**src/rtl/fetch_unit_if.sv**
```systemverilog
// Fetch-stage signal bundle: instruction-memory port, hazard-unit controls,
// redirect input and the fetch/decode latch outputs.
interface fetch_unit_if;
    logic        ihit;
    logic [31:0] imemload;
    logic        imemREN;
    logic [31:0] imemaddr;
    logic        pcEN;
    logic        fdEN;
    logic        fd_flush;
    logic        redirect;
    logic [31:0] redirect_pc;
    logic [31:0] fd_instr;
    logic [31:0] fd_npc;
    logic        fd_valid;
    logic [31:0] pc;
    logic        fetch_halted;

    modport master (
        input  ihit, imemload, pcEN, fdEN, fd_flush, redirect, redirect_pc,
        output imemREN, imemaddr, fd_instr, fd_npc, fd_valid, pc, fetch_halted
    );

    modport slave (
        output ihit, imemload, pcEN, fdEN, fd_flush, redirect, redirect_pc,
        input  imemREN, imemaddr, fd_instr, fd_npc, fd_valid, pc, fetch_halted
    );
endinterface

```
**src/rtl/fetch_unit.sv**
```systemverilog
// MIPS instruction fetch stage: owns the PC, fills the fetch/decode latch,
// defers redirects that land during an outstanding access, and stops on HALT.
module fetch_unit #(
    parameter logic [31:0] PC_INIT = 32'h0000_0000,
    parameter logic [5:0]  HALT_OP = 6'b111111
) (
    input  logic          CLK,
    input  logic          RST,
    fetch_unit_if.master  bus
);

    typedef enum logic [1:0] {RUN, REDIR_WAIT, HALTED} state_t;

    state_t      state_q, state_d;
    logic [31:0] pc_q, pc_d;
    logic [31:0] pending_q, pending_d;
    logic [31:0] fd_instr_q, fd_instr_d;
    logic [31:0] fd_npc_q, fd_npc_d;
    logic        fd_valid_q, fd_valid_d;
    logic        halted_q, halted_d;
    logic [31:0] pc_plus4;

    assign pc_plus4 = pc_q + 32'd4;

    always_comb begin
        state_d    = state_q;
        pc_d       = pc_q;
        pending_d  = pending_q;
        fd_instr_d = fd_instr_q;
        fd_npc_d   = fd_npc_q;
        fd_valid_d = fd_valid_q;
        halted_d   = halted_q;

        case (state_q)
            RUN: begin
                if (bus.redirect) begin
                    fd_instr_d = '0;
                    fd_npc_d   = '0;
                    fd_valid_d = 1'b0;
                    // A miss keeps imemaddr stable, so the target waits in pending.
                    if (bus.ihit) begin
                        pc_d = bus.redirect_pc;
                    end else begin
                        pending_d = bus.redirect_pc;
                        state_d   = REDIR_WAIT;
                    end
                end else begin
                    if (bus.ihit && bus.pcEN) begin
                        pc_d = pc_plus4;
                    end
                    if (bus.fd_flush) begin
                        fd_instr_d = '0;
                        fd_npc_d   = '0;
                        fd_valid_d = 1'b0;
                    end else if (bus.fdEN && bus.ihit) begin
                        fd_instr_d = bus.imemload;
                        fd_npc_d   = pc_plus4;
                        fd_valid_d = 1'b1;
                    end else if (bus.fdEN) begin
                        fd_instr_d = '0;
                        fd_npc_d   = '0;
                        fd_valid_d = 1'b0;
                    end
                    if (bus.ihit && bus.pcEN && bus.fdEN && !bus.fd_flush &&
                        bus.imemload[31:26] == HALT_OP) begin
                        state_d  = HALTED;
                        halted_d = 1'b1;
                    end
                end
            end

            REDIR_WAIT: begin
                if (bus.redirect) begin
                    pending_d = bus.redirect_pc;
                end
                // The word returned here belongs to the squashed path and is dropped.
                if (bus.ihit) begin
                    pc_d    = bus.redirect ? bus.redirect_pc : pending_q;
                    state_d = RUN;
                end
            end

            HALTED: begin
                if (bus.redirect) begin
                    pc_d       = bus.redirect_pc;
                    fd_instr_d = '0;
                    fd_npc_d   = '0;
                    fd_valid_d = 1'b0;
                    halted_d   = 1'b0;
                    state_d    = RUN;
                end else if (bus.fd_flush) begin
                    fd_instr_d = '0;
                    fd_npc_d   = '0;
                    fd_valid_d = 1'b0;
                end
            end

            default: begin
                state_d = RUN;
            end
        endcase
    end

    always_ff @(posedge CLK) begin
        if (RST) begin
            state_q    <= RUN;
            pc_q       <= PC_INIT;
            pending_q  <= '0;
            fd_instr_q <= '0;
            fd_npc_q   <= '0;
            fd_valid_q <= 1'b0;
            halted_q   <= 1'b0;
        end else begin
            state_q    <= state_d;
            pc_q       <= pc_d;
            pending_q  <= pending_d;
            fd_instr_q <= fd_instr_d;
            fd_npc_q   <= fd_npc_d;
            fd_valid_q <= fd_valid_d;
            halted_q   <= halted_d;
        end
    end

    assign bus.imemREN      = !RST && (state_q != HALTED);
    assign bus.imemaddr     = pc_q;
    assign bus.pc           = pc_q;
    assign bus.fd_instr     = fd_instr_q;
    assign bus.fd_npc       = fd_npc_q;
    assign bus.fd_valid     = fd_valid_q;
    assign bus.fetch_halted = halted_q;

endmodule
```
**src/flat_wrapper.sv**
```systemverilog
// flat-port wrapper written by rule: the top's interface ports become plain ports
module fetch_unit_flat 
#(
    parameter logic [31:0] PC_INIT = 32'h0000_0000,
    parameter logic [5:0]  HALT_OP = 6'b111111
)
  (CLK, RST, bus_ihit, bus_imemload, bus_pcEN, bus_fdEN, bus_fd_flush, bus_redirect, bus_redirect_pc, bus_imemREN, bus_imemaddr, bus_fd_instr, bus_fd_npc, bus_fd_valid, bus_pc, bus_fetch_halted);
  fetch_unit_if bus_i ();
  input  logic CLK;
  input  logic RST;
  input wire logic [$bits(bus_i.ihit)-1:0] bus_ihit;
  input wire logic [$bits(bus_i.imemload)-1:0] bus_imemload;
  input wire logic [$bits(bus_i.pcEN)-1:0] bus_pcEN;
  input wire logic [$bits(bus_i.fdEN)-1:0] bus_fdEN;
  input wire logic [$bits(bus_i.fd_flush)-1:0] bus_fd_flush;
  input wire logic [$bits(bus_i.redirect)-1:0] bus_redirect;
  input wire logic [$bits(bus_i.redirect_pc)-1:0] bus_redirect_pc;
  output wire logic [$bits(bus_i.imemREN)-1:0] bus_imemREN;
  output wire logic [$bits(bus_i.imemaddr)-1:0] bus_imemaddr;
  output wire logic [$bits(bus_i.fd_instr)-1:0] bus_fd_instr;
  output wire logic [$bits(bus_i.fd_npc)-1:0] bus_fd_npc;
  output wire logic [$bits(bus_i.fd_valid)-1:0] bus_fd_valid;
  output wire logic [$bits(bus_i.pc)-1:0] bus_pc;
  output wire logic [$bits(bus_i.fetch_halted)-1:0] bus_fetch_halted;
  assign bus_i.ihit = bus_ihit;
  assign bus_i.imemload = bus_imemload;
  assign bus_i.pcEN = bus_pcEN;
  assign bus_i.fdEN = bus_fdEN;
  assign bus_i.fd_flush = bus_fd_flush;
  assign bus_i.redirect = bus_redirect;
  assign bus_i.redirect_pc = bus_redirect_pc;
  assign bus_imemREN = bus_i.imemREN;
  assign bus_imemaddr = bus_i.imemaddr;
  assign bus_fd_instr = bus_i.fd_instr;
  assign bus_fd_npc = bus_i.fd_npc;
  assign bus_fd_valid = bus_i.fd_valid;
  assign bus_pc = bus_i.pc;
  assign bus_fetch_halted = bus_i.fetch_halted;
  fetch_unit #(.PC_INIT(PC_INIT), .HALT_OP(HALT_OP)) u_core (.CLK(CLK), .RST(RST), .bus(bus_i));
endmodule
```
**config.mk**
```make
export PLATFORM = sky130hd
export DESIGN_NAME = fetch_unit_flat
export DESIGN_NICKNAME = d
export VERILOG_FILES = /design/src/rtl/fetch_unit_if.sv /design/src/rtl/fetch_unit.sv /design/src/flat_wrapper.sv
export SDC_FILE = /design/constraint.sdc
export NUM_CORES = 1
export LEC_CHECK = 0
export ABC_AREA = 1
export ABC_CLOCK_PERIOD_IN_PS = 5750
export BUFFER_PORTS_ARGS = -buffer_cell sky130_fd_sc_hd__buf_4
export CAP_MARGIN = 30
export CORE_MARGIN = 10
export CORE_UTILIZATION = 55
export CTS_BUF_LIST = sky130_fd_sc_hd__clkbuf_8
export DETAILED_ROUTE_END_ITERATION = 16
export HOLD_SLACK_MARGIN = 0.05
export PLACE_DENSITY = 0.84
export SETUP_SLACK_MARGIN = 0.5
export SYNTH_ARGS = -nofsm -noshare
export SYNTH_HDL_FRONTEND = slang
export SYNTH_SLANG_ARGS = --single-unit
```
**constraint.sdc**
```tcl
create_clock -name CLK -period 5.75 [get_ports CLK]
set_clock_uncertainty 0.2 [all_clocks]
set_input_delay 0.575 -clock CLK [delete_from_list [all_inputs] [get_ports CLK]]
set_output_delay 0.575 -clock CLK [all_outputs]
set_load 0.01 [all_outputs]
```
======== After elaboration in Yosys (flattened, before gate mapping) ========
Index checks and enable logic that the tools add are counted.
word-level totals
  bits in registers ....................... 132
  bits in latches ......................... 0
  bits of input ports ..................... 71
  memory bits (writable) .................. 0
  output and inout bits ................... 131
  ROM bits ................................ 0
  memories ................................ 0
cells by class
  divide/modulo/power cells ............... 0
  shift-type cells ........................ 0
  eq/ne operators ......................... 16
  muxes and demuxes ....................... 38
  order comparisons ....................... 0
  add/sub/neg operators ................... 1
  reductions and logical operators ........ 17
  multiply operators ...................... 0
  bitwise logic cells ..................... 0
operators by type and width
  cell                     number
  $mux W32                 17
  $pmux W32 S2             3
  $pmux W32 S3             1
  $add A32 B3 Y32 const B  1
  $ne A2 B2 Y1 const B     6
  $mux W2                  5
  $mux W1                  9
  $ne A3 B3 Y1 const B     3
  $reduce_and A4 Y1        2
  $eq A6 B6 Y1 const B     1
  $logic_and A1 B1 Y1      6
  $ne A3 B2 Y1 const B     2
  $pmux W2 S3              1
  $reduce_and A3 Y1        2
  $ne A5 B4 Y1 const B     1
  $reduce_and A5 Y1        1
  $pmux W1 S2              2
  $reduce_bool A2 Y1       2
  $reduce_bool A3 Y1       1
  $eq A2 B1 Y1 const B     1
  $eq A2 B2 Y1 const B     1
  $logic_not A1 Y1         2
  $logic_not A2 Y1         1
  $ne A2 B1 Y1 const B     1

======== Depth between registers and ports, before layout ========
  word-level depth ........................ 7
  gate-level depth with buffers ........... 12

======== Worst setup path after synthesis ========
OpenSTA, ideal clock, no wires.
  path kind ............................... input to output
  start point ............................. in RST
  end point ............................... out bus_imemREN
  path slack .............................. 3.629 ns
  stages on the path ...................... 4
  buffers on the path ..................... 3
  required time ........................... 4.975 ns
  arrival time ............................ 1.346 ns
  path through ............................ buf_4 -> clkbuf_1 -> buf_1 -> nor2_1
between the ends
  cells in the longest elaborated chain, start to end .. 2
RTL lines
  what                 line                source
  from (decl)          flat_wrapper.sv:10  input logic RST;
  $logic_not A1 Y1     fetch_unit.sv:124   assign bus.imemREN = !RST && (state_q != HALTED);
  $logic_and A1 B1 Y1  fetch_unit.sv:124
  to (decl)            flat_wrapper.sv:18  output wire logic [$bits(bus_i.imemREN)-1:0] bus_imemREN;
Every way passes these cells.

======== Final worst setup path ========
  start point ............................. reg u_core.state_q[0]
  end point ............................... reg u_core.pc_q[16] (netlist: u_core.bus.imemaddr[16])
between the ends
  cells in the longest elaborated chain, start to end .. 3
  elaborated cells between the ends (all ways) .. 10
  classes of those cells .................. eq/ne (6); mux (1); reduce/logical (3)
RTL lines
  what                                                  line               source
  from (decl)                                           fetch_unit.sv:14   state_t state_q, state_d;
  from (signal assigned)                                fetch_unit.sv:114  state_q <= state_d;
  $eq A2 B2 Y1, or another cell as far along            fetch_unit.sv:34   case (state_q)
  $ne A2 B2 Y1 (no line), or another cell as far along  n/a
  $reduce_and A5 Y1 (no line)                           n/a
  to (signal assigned)                                  fetch_unit.sv:115  pc_q <= pc_d;
  to (decl)                                             fetch_unit.sv:15   logic [31:0] pc_q, pc_d;
Several ways; a longest one is shown, not always the timed one.
A chain may end at the register's enable or synchronous reset.

==> impl_metrics.yaml <==
timing:
  setup_violations: 0
  period_needed_ns: 3.09
  rsz0062_at_grt: "false"
  setup_tns_ns: 0
  relSlewSlack: 0.365
  period_share: 0.537
  timing.final.ws_setup_ns: 2.66
  finalMaxSlewViolations: 0
  max_freq_ghz: 0.324
  tightest_slew_ns: 0.952
  hold_violations: 0
grt:
  grt_pass1_wl_mm: 36.8
  track_usage: 0.250
  gr-total-overflow: 0
  antenna_found_initial: 0
  grt_pass1_vias: 6978
  grt_max_degree: 77
routing:
  routed_wirelength_mm: 23.4
  routedWlPerCell_microns: 16.7
  first_iter_violations: 717
  via_count: 7724
  avgViaCountPerCell: 5.51
  met3_length_mm: 2.43
  dr.max_layer_used: "met4"
  drt-met1-wl_mm: 10.1
  drc: 0
  drt_pre_antenna_iters: 7
  dr_wl_met2_mm: 10.5
  ant_nets: 0
pwr:
  swShare: 0.373
  power_density_mw_per_mm2: 313
  peakVddDrop_mv: 0.229
  p_switching_uw: 1030
  intPower_uw: 1740
  p_clk_frac: 0.276
  p_comb_frac: 0.315
  seqPwrFrac: 0.409
  p_leak_uw: 0.00384
place:
  portBuffers: 201
  place_ws_ns: 2.67
  place_hpwl_mm: 16.6
  gp_congestion: 0.901
floorplanning:
  core_area_sq_mm: 0.0127
  dieArea_sq_mm: 0.0181
  fp.dieH_microns: 135
  die_x_microns: 135
  fp-row-count: 41
  ios: 202
  start_util: 0.567
clock_network:
  cts_setup_buffers: 0
  cts_buffers: 17
  cts.clk_slew.worst_paths_ns: 0.08
  htreeDepth: 4
  cts.path.max_buffers: 2
  cts_tree: "done"
  cts_sinks: 132
  ctsResizeCount: 0
  cts_root_buf: "clkbuf_8"
  clock_latency_ns: 0.45
  cts_hold_buf: 0
synthesis:
  yosysUniqueCellTypes: 35
  synth_cells: 1091
  synth.net_count: 1167
  yosys-top-cells-count: "377 x nand2_1, 204 x a21oi_1, 132 x dfxtp_1"
  yosysSeqAreaShare: 0.366
  syn-cell-area_sq_mm: 0.00722
  ys_ff_latch: 132
  synth_most_common_cell: "nand2_1"
  synth_edf_count: 0
  synth_top_area_cell: "dfxtp_1"
  yosysWarnings: 0
  synth_top_area_share: 0.366
  ys.flop_type: "dfxtp_1"
  synth_area_leaders: "dfxtp_1 37%, nand2_1 20%, a21oi_1 14%, o21ai_0 5.0%, buf_4 4.4%"
  async_flop_share: 0
  syn_area_per_cell_sq_um: 6.61
critical_path:
  worstSetupStartpointType: "flip-flop"
  cpPeakStageDelay_ns: 0.70
  cp-end-kind: "flip-flop"
  crit_slowest_cell: "nor2_4"
  worstPathArrival_ns: 3.27
  cp_data_required_time_ns: 5.93
  crit_type: "flip-flop to flip-flop"
  crit_fanout: 45
  r2r_cells: 10
  cp_cell_sequence: "inv_1 > ha_1 > buf_4 > nand2_2 > nand3_2 > nor2_4 > inv_2 > a21oi_1 > nand2_1 > a21oi_1"
  crit_top_cell: "a21oi_1"
cells_and_area:
  utilization: 0.695
  multi_input_area_sq_mm: 0.00386
  n_fill_cell: 1153
  regArea_sq_mm: 0.00264
  drive_above_1_share: 0.219
  syn_to_final_growth_pct: 22.5
  diodes: 0
  nets: 1294
worst_hold_path:
  hold_depth: 3
  hold_class: "primary input to flip-flop"
flow_run:
  cap_violations: 0
status:
  outcome: "complete, no violations"
[per-layer routing]
layer | global-route usage | vias to the layer above
li1 | - | 3809
met1 | 0.329 | 3478
met2 | 0.384 | 404
met3 | 0.0690 | 33
met4 | 0.0840 | 0
met5 | 0 | -
[layout by cell type (no fill, tap or decap), types with 2 or more instances in the layout]
cell type,Yosys,layout
nand2_1,377,377
buf_4,42,207
a21oi_1,204,204
dfxtp_1,132,132
o21ai_0,72,72
nor2_1,52,52
inv_1,38,38
nand3_1,31,31
clkbuf_8,0,18
a22oi_1,11,11
a31oi_1,11,11
nor2_4,11,11
xor2_1,8,8
inv_2,5,5
nand3b_1,5,5
ha_1,5,5
clkinvlp_4,0,5
nand2_4,4,4
xnor2_1,4,4
clkinv_2,0,4
o21ai_1,3,3
xor2_2,3,3
nand4_1,2,2
nor2_2,2,2
and2_1,2,2
a21oi_2,2,2
bufinv_16,0,2
[power groups by stage]
stage | combinational [uW] | clock, uW | sequential [uW]
after global routing | 965 | 812 | 1140
after CTS | 868 | 777 | 1130
final | 872 | 764 | 1130
after floorplan | 577 | 0 | 1130
after detailed placement | 863 | 0 | 1150
after global placement | 852 | 0 | 1150
[layout make-up]
cell class / count / area share
clock buffers: 18 / 0.0280
clock inverters: 13 / 0.0153
inverters: 43 / 0.0183
multi-input cells: 816 / 0.437
flip-flops and latches: 132 / 0.299
well taps: 172 / 0.0243
repair buffers: 208 / 0.178
[per-stage QoR]
stage | hold WS, ns | area, sq um | instances | total power (uW)
2_1_floorplan | 0.282 | 7220 | 1091 | 1710
6_report | 0.175 | 8840 | 1402 | 2770
4_1_cts | 0.153 | 8840 | 1402 | 2770
3_5_place_dp | 0.254 | 8460 | 1371 | 2010
5_1_grt | 0.160 | 8840 | 1402 | 2920
3_3_place_gp | 0.249 | 8440 | 1370 | 2000
[logic make-up (layout without fill, tap and decap cells)]
group	after synthesis	count (layout)	synth area share
xor+xnor	15	15	0.0213
compound gates	305	305	0.219
flops	132	132	0.366
buf+inv	143	282	0.101
fa+ha+maj	5	5	0.00867
simple gates	491	491	0.283
[critical path, delay by kind of cell, from the launching register on]
| kind | cells | cell delay (ns) |
|---|---|---|
| AND/OR/NAND/NOR | 4 | 1.04 |
| buffers and inverters | 3 | 0.70 |
| flip-flops | 1 | 0.40 |
| adder cells (fa/ha/maj) | 1 | 0.34 |
| AO/OA/AOI/OAI | 2 | 0.34 |
[registers in the layout, indices dropped and copies added, names as in the netlist]
signal and count:
u_core.bus.fd_instr 32, u_core.bus.fd_npc 32, u_core.bus.imemaddr 32, u_core.pending_q 32, u_core.state_q 2, u_core.bus.fd_valid 1, u_core.bus.fetch_halted 1
[worst paths after layout]
kind / startpoint / endpoint / slack (ns)
setup / recovery: u_core.state_q[0] / u_core.bus.imemaddr[16] / 2.66
hold reg to reg: u_core.bus.fd_npc[9] / u_core.bus.fd_npc[9] / 0.26
setup reg to reg: u_core.state_q[0] / u_core.bus.imemaddr[16] / 2.66
hold / removal: bus_imemload[6] / u_core.bus.fd_instr[6] / 0.18
No activity file was read; power rests on OpenSTA's default activity.
